**src/rtl/devctrl_pkg.sv**
```systemverilog
// Shared constants for the MMIO device controller: register map, TCON bits, seven-segment table.
package devctrl_pkg;

    localparam int unsigned DATA_W  = 32;
    localparam int unsigned OFF_W   = 5;
    localparam int unsigned DISP_W  = 17;
    localparam int unsigned LED_W   = 8;
    localparam int unsigned DIGI_W  = 12;
    localparam int unsigned PRE_W   = 20;
    localparam int unsigned IDX_W   = 2;

    // Byte offsets inside the 32-byte register window
    localparam logic [OFF_W-1:0] OFF_TH      = 5'h00;
    localparam logic [OFF_W-1:0] OFF_TL      = 5'h04;
    localparam logic [OFF_W-1:0] OFF_TCON    = 5'h08;
    localparam logic [OFF_W-1:0] OFF_LED     = 5'h0C;
    localparam logic [OFF_W-1:0] OFF_DISP    = 5'h10;
    localparam logic [OFF_W-1:0] OFF_SYSTICK = 5'h14;

    // TCON bit positions
    localparam int unsigned TCON_EN = 0;
    localparam int unsigned TCON_IE = 1;
    localparam int unsigned TCON_ST = 2;

    // DISP enable bit position
    localparam int unsigned DISP_EN = 16;

    // Active-low segments, bit order {g,f,e,d,c,b,a}
    localparam logic [6:0] SEG7_LUT [16] = '{
        7'h40, 7'h79, 7'h24, 7'h30,
        7'h19, 7'h12, 7'h02, 7'h78,
        7'h00, 7'h10, 7'h08, 7'h03,
        7'h46, 7'h21, 7'h06, 7'h0E
    };

endpackage

```
**src/rtl/hex_to_seg7.sv**
```systemverilog
// Combinational hex digit to active-low seven-segment pattern.
module hex_to_seg7
    import devctrl_pkg::*;
(
    input  logic [3:0] i_hex,
    output logic [6:0] o_seg_c
);

    // Table lookup of the segment pattern
    assign o_seg_c = SEG7_LUT[i_hex];

endmodule

```
**src/rtl/mmio_device_ctrl.sv**
```systemverilog
// MMIO peripheral block: LED register, scanned 4-digit display, interval timer, system tick.
// Optional timer (TH/TL/TCON/irq) is built only when DEVCTRL_TIMER_EN is defined.
module mmio_device_ctrl
    import devctrl_pkg::*;
#(
    parameter logic [31:0] BASE_ADDR = 32'h4000_0000,
    parameter int unsigned SCAN_DIV  = 50000
) (
    input  logic              clk,
    input  logic              reset,
    input  logic [31:0]       addr,
    input  logic              wr_en,
    input  logic [31:0]       wdata,
    input  logic              rd_en,
    output logic [31:0]       rdata,
    output logic              irq,
    output logic [LED_W-1:0]  led,
    output logic [DIGI_W-1:0] digi
);

    localparam logic [PRE_W-1:0] PRE_MAX = PRE_W'(SCAN_DIV - 1);

    logic              w_hit;
    logic [OFF_W-1:0]  w_off;
    logic              w_wr_led;
    logic              w_wr_disp;
    logic [DATA_W-1:0] w_th_rd;
    logic [DATA_W-1:0] w_tl_rd;
    logic [DATA_W-1:0] w_tcon_rd;

    logic [LED_W-1:0]  r_led;
    logic [DISP_W-1:0] r_disp;
    logic [DATA_W-1:0] r_systick;
    logic [PRE_W-1:0]  r_pre;
    logic [IDX_W-1:0]  r_idx;
    logic [DIGI_W-1:0] r_digi;

    logic [DISP_W-1:0] w_disp_nxt;
    logic [3:0]        w_digit;
    logic [3:0]        w_anode;
    logic [6:0]        w_seg;

    logic              w_unused;

    // Window hit and word offset; byte lane bits are ignored
    assign w_hit     = (addr[31:OFF_W] == BASE_ADDR[31:OFF_W]);
    assign w_off     = {addr[OFF_W-1:2], 2'b00};
    assign w_wr_led  = wr_en & w_hit & (w_off == OFF_LED);
    assign w_wr_disp = wr_en & w_hit & (w_off == OFF_DISP);
    assign w_unused  = ^{addr[1:0], wdata};

    // LED register
    always_ff @(posedge clk) begin
        if (!reset) begin
            r_led <= '0;
        end else if (w_wr_led) begin
            r_led <= wdata[LED_W-1:0];
        end
    end

    // Free-running system tick
    always_ff @(posedge clk) begin
        if (!reset) begin
            r_systick <= '0;
        end else begin
            r_systick <= r_systick + 32'd1;
        end
    end

    // Scan prescaler and digit index, independent of disp_en
    always_ff @(posedge clk) begin
        if (!reset) begin
            r_pre <= '0;
            r_idx <= '0;
        end else if (r_pre == PRE_MAX) begin
            r_pre <= '0;
            r_idx <= r_idx + IDX_W'(1);
        end else begin
            r_pre <= r_pre + PRE_W'(1);
        end
    end

    // Display contents as they will be after this edge, so a store reaches digi without waiting for the scan
    assign w_disp_nxt = w_wr_disp ? wdata[DISP_W-1:0] : r_disp;

    // Select the nibble for the current digit
    always_comb begin
        w_digit = w_disp_nxt[3:0];
        case (r_idx)
            2'd0:    w_digit = w_disp_nxt[3:0];
            2'd1:    w_digit = w_disp_nxt[7:4];
            2'd2:    w_digit = w_disp_nxt[11:8];
            default: w_digit = w_disp_nxt[15:12];
        endcase
    end

    assign w_anode = ~(4'b0001 << r_idx);

    hex_to_seg7 u_hex_to_seg7 (
        .i_hex   (w_digit),
        .o_seg_c (w_seg)
    );

    // DISP register and registered digit drive
    always_ff @(posedge clk) begin
        if (!reset) begin
            r_disp <= '0;
            r_digi <= 12'hFFF;
        end else begin
            r_disp <= w_disp_nxt;
            if (w_disp_nxt[DISP_EN]) begin
                r_digi <= {w_anode, 1'b1, w_seg};
            end else begin
                r_digi <= 12'hFFF;
            end
        end
    end

    assign led  = r_led;
    assign digi = r_digi;

`ifdef DEVCTRL_TIMER_EN
    logic              w_wr_th;
    logic              w_wr_tl;
    logic              w_wr_tcon;
    logic [DATA_W-1:0] w_tl_nxt;
    logic              w_st_set;
    logic [DATA_W-1:0] r_th;
    logic [DATA_W-1:0] r_tl;
    logic              r_en;
    logic              r_ie;
    logic              r_st;
    logic              r_irq;

    assign w_wr_th   = wr_en & w_hit & (w_off == OFF_TH);
    assign w_wr_tl   = wr_en & w_hit & (w_off == OFF_TL);
    assign w_wr_tcon = wr_en & w_hit & (w_off == OFF_TCON);

    // Count/reload decision; a software store to TL overrides the hardware update
    always_comb begin
        w_tl_nxt = r_tl;
        w_st_set = 1'b0;
        if (r_en) begin
            if (r_tl == 32'hFFFF_FFFF) begin
                w_tl_nxt = r_th;
                w_st_set = r_ie;
            end else begin
                w_tl_nxt = r_tl + 32'd1;
            end
        end
        if (w_wr_tl) begin
            w_tl_nxt = wdata;
        end
    end

    // Timer registers; a hardware status set is never lost to a concurrent TCON store
    always_ff @(posedge clk) begin
        if (!reset) begin
            r_th  <= '0;
            r_tl  <= '0;
            r_en  <= 1'b0;
            r_ie  <= 1'b0;
            r_st  <= 1'b0;
            r_irq <= 1'b0;
        end else begin
            r_tl  <= w_tl_nxt;
            r_irq <= r_ie & r_st;
            if (w_wr_th) begin
                r_th <= wdata;
            end
            if (w_wr_tcon) begin
                r_en <= wdata[TCON_EN];
                r_ie <= wdata[TCON_IE];
                r_st <= w_st_set | wdata[TCON_ST];
            end else begin
                r_st <= w_st_set | r_st;
            end
        end
    end

    assign w_th_rd   = r_th;
    assign w_tl_rd   = r_tl;
    assign w_tcon_rd = {29'd0, r_st, r_ie, r_en};
    assign irq       = r_irq;
`else
    assign w_th_rd   = '0;
    assign w_tl_rd   = '0;
    assign w_tcon_rd = '0;
    assign irq       = 1'b0;
`endif

    // Combinational load data mux
    always_comb begin
        rdata = '0;
        if (rd_en && w_hit) begin
            case (w_off)
                OFF_TH:      rdata = w_th_rd;
                OFF_TL:      rdata = w_tl_rd;
                OFF_TCON:    rdata = w_tcon_rd;
                OFF_LED:     rdata = {24'd0, r_led};
                OFF_DISP:    rdata = {15'd0, r_disp};
                OFF_SYSTICK: rdata = r_systick;
                default:     rdata = '0;
            endcase
        end
    end

endmodule

```
**config.mk**
```make
export PLATFORM = sky130hd
export DESIGN_NAME = mmio_device_ctrl
export DESIGN_NICKNAME = d
export VERILOG_FILES = /design/src/rtl/devctrl_pkg.sv /design/src/rtl/hex_to_seg7.sv /design/src/rtl/mmio_device_ctrl.sv
export SDC_FILE = /design/constraint.sdc
export NUM_CORES = 1
export LEC_CHECK = 0
export ABC_CLOCK_PERIOD_IN_PS = 2900
export CAP_MARGIN = 40
export CORE_AREA = 2 2 105 107
export DETAILED_ROUTE_END_ITERATION = 6
export DIE_AREA = 0 0 107 109
export PLACE_DENSITY_LB_ADDON = 0.05
export SETUP_SLACK_MARGIN = 0.4
export SLEW_MARGIN = 5
export SYNTH_ARGS = -nofsm -noshare
export SYNTH_HDL_FRONTEND = slang
export SYNTH_HIERARCHICAL = 1
export SYNTH_SLANG_ARGS = --single-unit
```
**constraint.sdc**
```tcl
create_clock -name clk -period 2.9 [get_ports clk]
set_input_delay 0.58 -clock clk [delete_from_list [all_inputs] [get_ports clk]]
set_output_delay 0.58 -clock clk [all_outputs]
set_load 0.01 [all_outputs]
```
## Word-level counts from Yosys, hierarchy flattened

Memories as Yosys holds them, arrays and structs flattened. A register that Yosys moved wholly into a read port is not among the register bits.
Index checks and enable logic that the tools add are counted.

| storage, ports and cells | value |
|---|---|
| output and inout bits | 53 |
| latch bits | 0 |
| bits in read-only memories | 112 |
| bits in writable memories | 0 |
| bits in registers | 91 |
| word-level logic and storage cells | 37 |
| input bits | 68 |
| memories | 1 |

Memories:

| memory | depth | width | rd ports | clocked after Yosys merged registers in | write ports | RTL line | text |
|---|---|---|---|---|---|---|---|
| (no name shown) | 16 | 7 | 1 | 1 | 0 | hex_to_seg7.sv:10 | `assign o_seg_c = SEG7_LUT[i_hex];` |

| operators by class | value |
|---|---|
| multiplexer cells | 6 |
| bitwise logic cells | 6 |
| $mul | 0 |
| divide/modulo/power cells | 0 |
| order comparisons | 1 |
| eq/ne operators | 7 |
| reductions and logical operators | 5 |
| shifts and indexed selects | 1 |
| $add $sub $neg | 3 |

Operators by type and width:

| kind | count |
|---|---|
| $pmux W32 S3 | 1 |
| $add A32 B1 Y32 const B | 1 |
| $mux W32 | 1 |
| $eq A27 B26 Y1 const B | 1 |
| $add A20 B1 Y20 const B | 1 |
| $eq A20 B16 Y1 const B | 1 |
| $mux W17 | 1 |
| $mux W7 | 2 |
| $pmux W4 S3 | 1 |
| $eq A3 B3 Y1 const B | 2 |
| $ge A5 B5 Y1 const B | 1 |
| $not A4 Y5 | 1 |
| $not A4 Y4 | 1 |
| $shl A1 B2 Y4 const A | 1 |
| $and A1 B1 Y1 | 3 |
| $eq A3 B2 Y1 const B | 1 |
| $add A2 B1 Y2 const B | 1 |
| $eq A2 B1 Y1 const B | 1 |
| $eq A2 B2 Y1 const B | 1 |
| $logic_not A2 Y1 | 1 |
| $reduce_and A2 Y1 | 1 |
| $reduce_or A2 Y1 | 1 |
| $logic_and A1 B1 Y1 | 1 |
| $logic_not A1 Y1 | 1 |
| $not A1 Y1 | 1 |

## Depth between registers and ports, before layout

| depth | value |
|---|---|
| depth after elaboration | 9 |
| depth in mapped cells | 15 |
| depth with buffers taken out | 12 |

## By module

The synthesis kept the hierarchy.

By module, submodules not included:

| module | times used | cells each | seq. area each (um^2) | area each (um^2) |
|---|---|---|---|---|
| mmio_device_ctrl | 1 | 461 | 1801.7 | 4246.6 |
| hex_to_seg7 | 1 | 35 | 0.0 | 247.7 |

## Worst setup path before layout

Ideal clock, no wire load.

| path | value |
|---|---|
| kind | input -> register |
| start | in addr[11] |
| end | reg r_digi[3] (netlist: digi[3]) |
| path slack | -0.209 ns |
| stages on the path | 13 |
| path buffers | 2 |
| arrival time | 2.992 ns |
| required time | 2.783 ns |
| library setup time | 0.117 ns |
| path through | nor4_1 > nand4_1 > nor3_1 > buf_2 > buf_2 > mux2i_1 > o22ai_1 > a21o_1 > ha_1 > or2_2 > a21oi_1 > a31oi_1 > nand2b_1 |

| between the ends | value |
|---|---|
| word-level cells in the longest chain between the ends | 6 |
| elaborated cells on any way between the ends | 8 |
| those cells by class | eq/ne (1); mux (2); bitwise (3); reduce/logical (2) |

RTL lines:

| what | RTL line | text |
|---|---|---|
| from (decl) | mmio_device_ctrl.sv:11 | `input logic [31:0] addr,` |
| $eq A27 B26 Y1 | mmio_device_ctrl.sv:46 | `assign w_hit = (addr[31:OFF_W] == BASE_ADDR[31:OFF_W]);` |
| $and A1 B1 Y1 (2 in a row) | mmio_device_ctrl.sv:49 | `assign w_wr_disp = wr_en & w_hit & (w_off == OFF_DISP);` |
| $mux W17 | mmio_device_ctrl.sv:84 | `assign w_disp_nxt = w_wr_disp ? wdata[DISP_W-1:0] : r_disp;` |
| $pmux W4 S3 | mmio_device_ctrl.sv:89 | `case (r_idx)` |
| net w_digit[0] | mmio_device_ctrl.sv:39 | `logic [3:0] w_digit;` |
| $not A4 Y5 (not written as such) | hex_to_seg7.sv:10 |  |
| to (decl) | mmio_device_ctrl.sv:36 | `logic [DIGI_W-1:0] r_digi;` |

The timed path passes the listed nets, and every way through them passes these cells.
A chain may end at the register's enable or synchronous reset.

## Worst setup path in the final report

| path | value |
|---|---|
| start | in addr[27] |
| end | reg r_digi[5] (netlist: digi[5]) |

The elaborated chain is that of the path after synthesis.

==> impl_metrics.tcl <==
set metrics [dict create \
    outcome "finished clean" \
    gp_congestion 0.816 \
    routedWlPerCell_um 14.4 \
    setup_ws_ns 0.0462 \
    fill_cells 927 \
    clkLatencyLatePin_ns 0.36 \
    place_ws_ns -0.588 \
    synth_cell_types 43 \
    cts_sinks 90 \
    synth_xor_area_share_pct 9.16 \
    grt_pass1_vias 3715 \
    cp.arrival_ns 3.10 \
    critPathLaunchType "input port" \
    numCtsBuffers 9 \
    cts_tree "done" \
    grt.total_usage_pct 19.7 \
    finClkSkew_ns 0.0109 \
    synthAdderAreaFrac_pct 3.90 \
    synth_top_family_by_area "simple AND/OR/NAND/NOR gates" \
    firstDrtPassIters 5 \
    rrSetupSlack_ns 0.63 \
    core_um2 10600 \
    synth.avg_cell_area_um2 9.06 \
    end_kind "register" \
    synthCells 496 \
    synth_nets 578 \
    worst_pin_slew_ns 0.654 \
    reg2regPathDepth 10 \
    cts-root-buf "clkbuf_8" \
    io_pins 121 \
    yosys_warnings 6 \
    p_per_area_nw_per_um2 328 \
    drt.antenna.violating_nets 0 \
    max_cap_violations 0 \
    seq_area_frac_synth_pct 40.1 \
    synthFlopType "dfxtp_1" \
    io_buffers 101 \
    area_growth_pct 45.1 \
    yosys.area_share.simple_pct 27.8 \
    die_w_um 107 \
    cp.required_ns 3.15 \
    final_util_pct 61.5 \
    muxShareOfSynthArea_pct 10.3 \
    r2r-end "digi[3]" \
    initial_core_util_pct 42.4 \
    grt_pass1_wl_mm 17.9 \
    synth_top_cell_area_share_pct 40.1 \
    layout-drive-gt1-share_pct 29.9 \
    maxSlewViolCount 0 \
    synth_most_common_cell "dfxtp_1" \
    clock.fmax_mhz 350 \
    antenna_found_initial 0 \
    max_slew_margin_pct 56.0 \
    vias 3813 \
    synth_area_leader_cell "dfxtp_1" \
    path_max_fanout 5 \
    grt_overflow 0 \
    drc_errors 0 \
    grt_max_degree 57 \
    holdWs_ns 0.466 \
    synth_edf_count 0 \
    synth_compound_area_share_pct 5.43 \
    min_path_type "reg2reg" \
    final_nets 717 \
    criticalPathCategory "in2reg" \
    synthTopCellsByArea "dfxtp_1, mux2i_1, and2_1" \
    async_flop_share_pct 0 \
    p_leak_nw 2.59 \
    crit_end "digi[5]" \
    die_h_um 109 \
    ctsHoldBuffers 0 \
    crit_path_start "addr[27]" \
    synth_common_cells "dfxtp_1, nor2_1, and2_1" \
    r2r-start "r_idx[1]" \
    drtIter0Drc 143 \
    setup_viol 0 \
    fin_tns_setup_ns 0 \
    dp_hpwl_mm 7.97 \
    fin_crit_ns 2.85 \
    avgViaCountPerCell 4.90 \
    synth-seq-cells 90 \
    hold_viol_final 0 \
    min_period_over_period_pct 98.4 \
    antennaDiodeCount 0 \
    clk_pin_slew_ns 0.08 \
    die_area_um2 11700 \
    htreeDepth 3 \
    rows 38 \
    total_power_mw 2.14 \
    cts_buffer_depth 2 \
    syn_area_um2 4490 \
    rsz0062_at_grt "true" \
    ir_worst_vdd_uv 187 \
    finalWirelength_mm 11.2 \
]
-- cell usage in the layout, fill, tap and decap left out, types with 10 or more instances in the layout --
master,count
and2_1,27
and2_4,15
and3_1,11
buf_2,22
buf_4,29
buf_6,40
clkbuf_8,10
clkdlybuf4s50_1,39
dfxtp_1,90
mux2i_1,27
nand2_1,26
nand2b_1,10
nand3_1,21
nand4_1,10
nor2_1,29
nor2b_1,32
xnor2_1,25
xor2_1,22
-- what timing repair did --
item / 4_1_cts / 5_1_grt
buffers inserted: 12 / 2
cloned: 2 / 1
endpoints found under the setup margin: 39 / 39
gates resized for setup: 271 / 70
pin swaps: 41 / 15
-- sequential cells by signal, indices dropped and copies added, names as in the netlist --
| name | cells |
|---|---|
| r_idx | 2 |
| led | 8 |
| r_disp | 17 |
| r_systick | 32 |
| digi | 11 |
| r_pre | 20 |
-- how the worst min path moves through the flow --
stage                 start            to  cells after the start
3_3_place_gp   r_systick[0]  r_systick[0]                      1
4_1_cts            r_pre[0]      r_pre[0]                      1
2_1_floorplan  r_systick[0]  r_systick[0]                      1
5_1_grt            r_pre[0]      r_pre[0]                      1
3_5_place_dp       r_pre[0]      r_pre[0]                      1
6_report           r_pre[0]      r_pre[0]                      1
-- area by class of cell --
cell class                      count  area, um2  area share [%]
Tap cell                          140        175            2.69
Sequential cell                    90       1800            27.6
Clock buffer                       11        141            2.17
Inverter                           12       45.0           0.691
Multi-Input combinational cell    374       2950            45.2
Clock inverter                      3       17.5           0.269
Timing Repair Buffer              148       1390            21.4
-- per-stage QoR --
step | instance area (um2) | std cells
2_1_floorplan | 4560 | 496
3_3_place_gp | 5880 | 747
3_5_place_dp | 5880 | 747
4_1_cts | 6180 | 775
5_1_grt | 6520 | 778
6_report | 6520 | 778
-- power by group --
| part | internal, mW | switching, mW | leakage [nW] | total (mW) |
|---|---|---|---|---|
| combinational | 0.0791 | 0.0602 | 1.78 | 0.139 |
| clock | 0.323 | 0.427 | 0.0810 | 0.750 |
| sequential | 1.24 | 0.00666 | 0.726 | 1.25 |
-- routing by layer --
layer,vias to the layer above,track usage (%),wire (um),part of all wire [%]
li1,1944,-,-,-
met1,1785,26.0,5060,45
met2,67,31.6,5540,49
met3,17,2.87,363,3.2
met4,0,9.55,263,2.3
met5,-,0,0,0
-- cells by family (layout without fill, tap and decap cells) --
family | Yosys count | in the layout
and+or+nand+nor | 229 | 229
DFF | 90 | 90
xor gates and xnor gates | 47 | 47
muxes | 45 | 45
AOI/OAI and AO/OA | 37 | 37
buffers and inverters | 32 | 174
adders and majority gates | 14 | 14
other | 2 | 2
-- worst max-delay path, cell delays in order --
cell and delay, ns:
clkdlybuf4s15_1 0.16, nor4_1 0.22, nand2_1 0.15, buf_6 0.15, nor3_4 0.25, buf_6 0.21, buf_12 0.11, mux2i_4 0.23
o22ai_2 0.11, a21o_4 0.23, buf_4 0.13, buf_4 0.14, ha_4 0.15, nand2_2 0.06, o22ai_2 0.09, nand2b_1 0.13
Power figures use the tool's default switching activity.
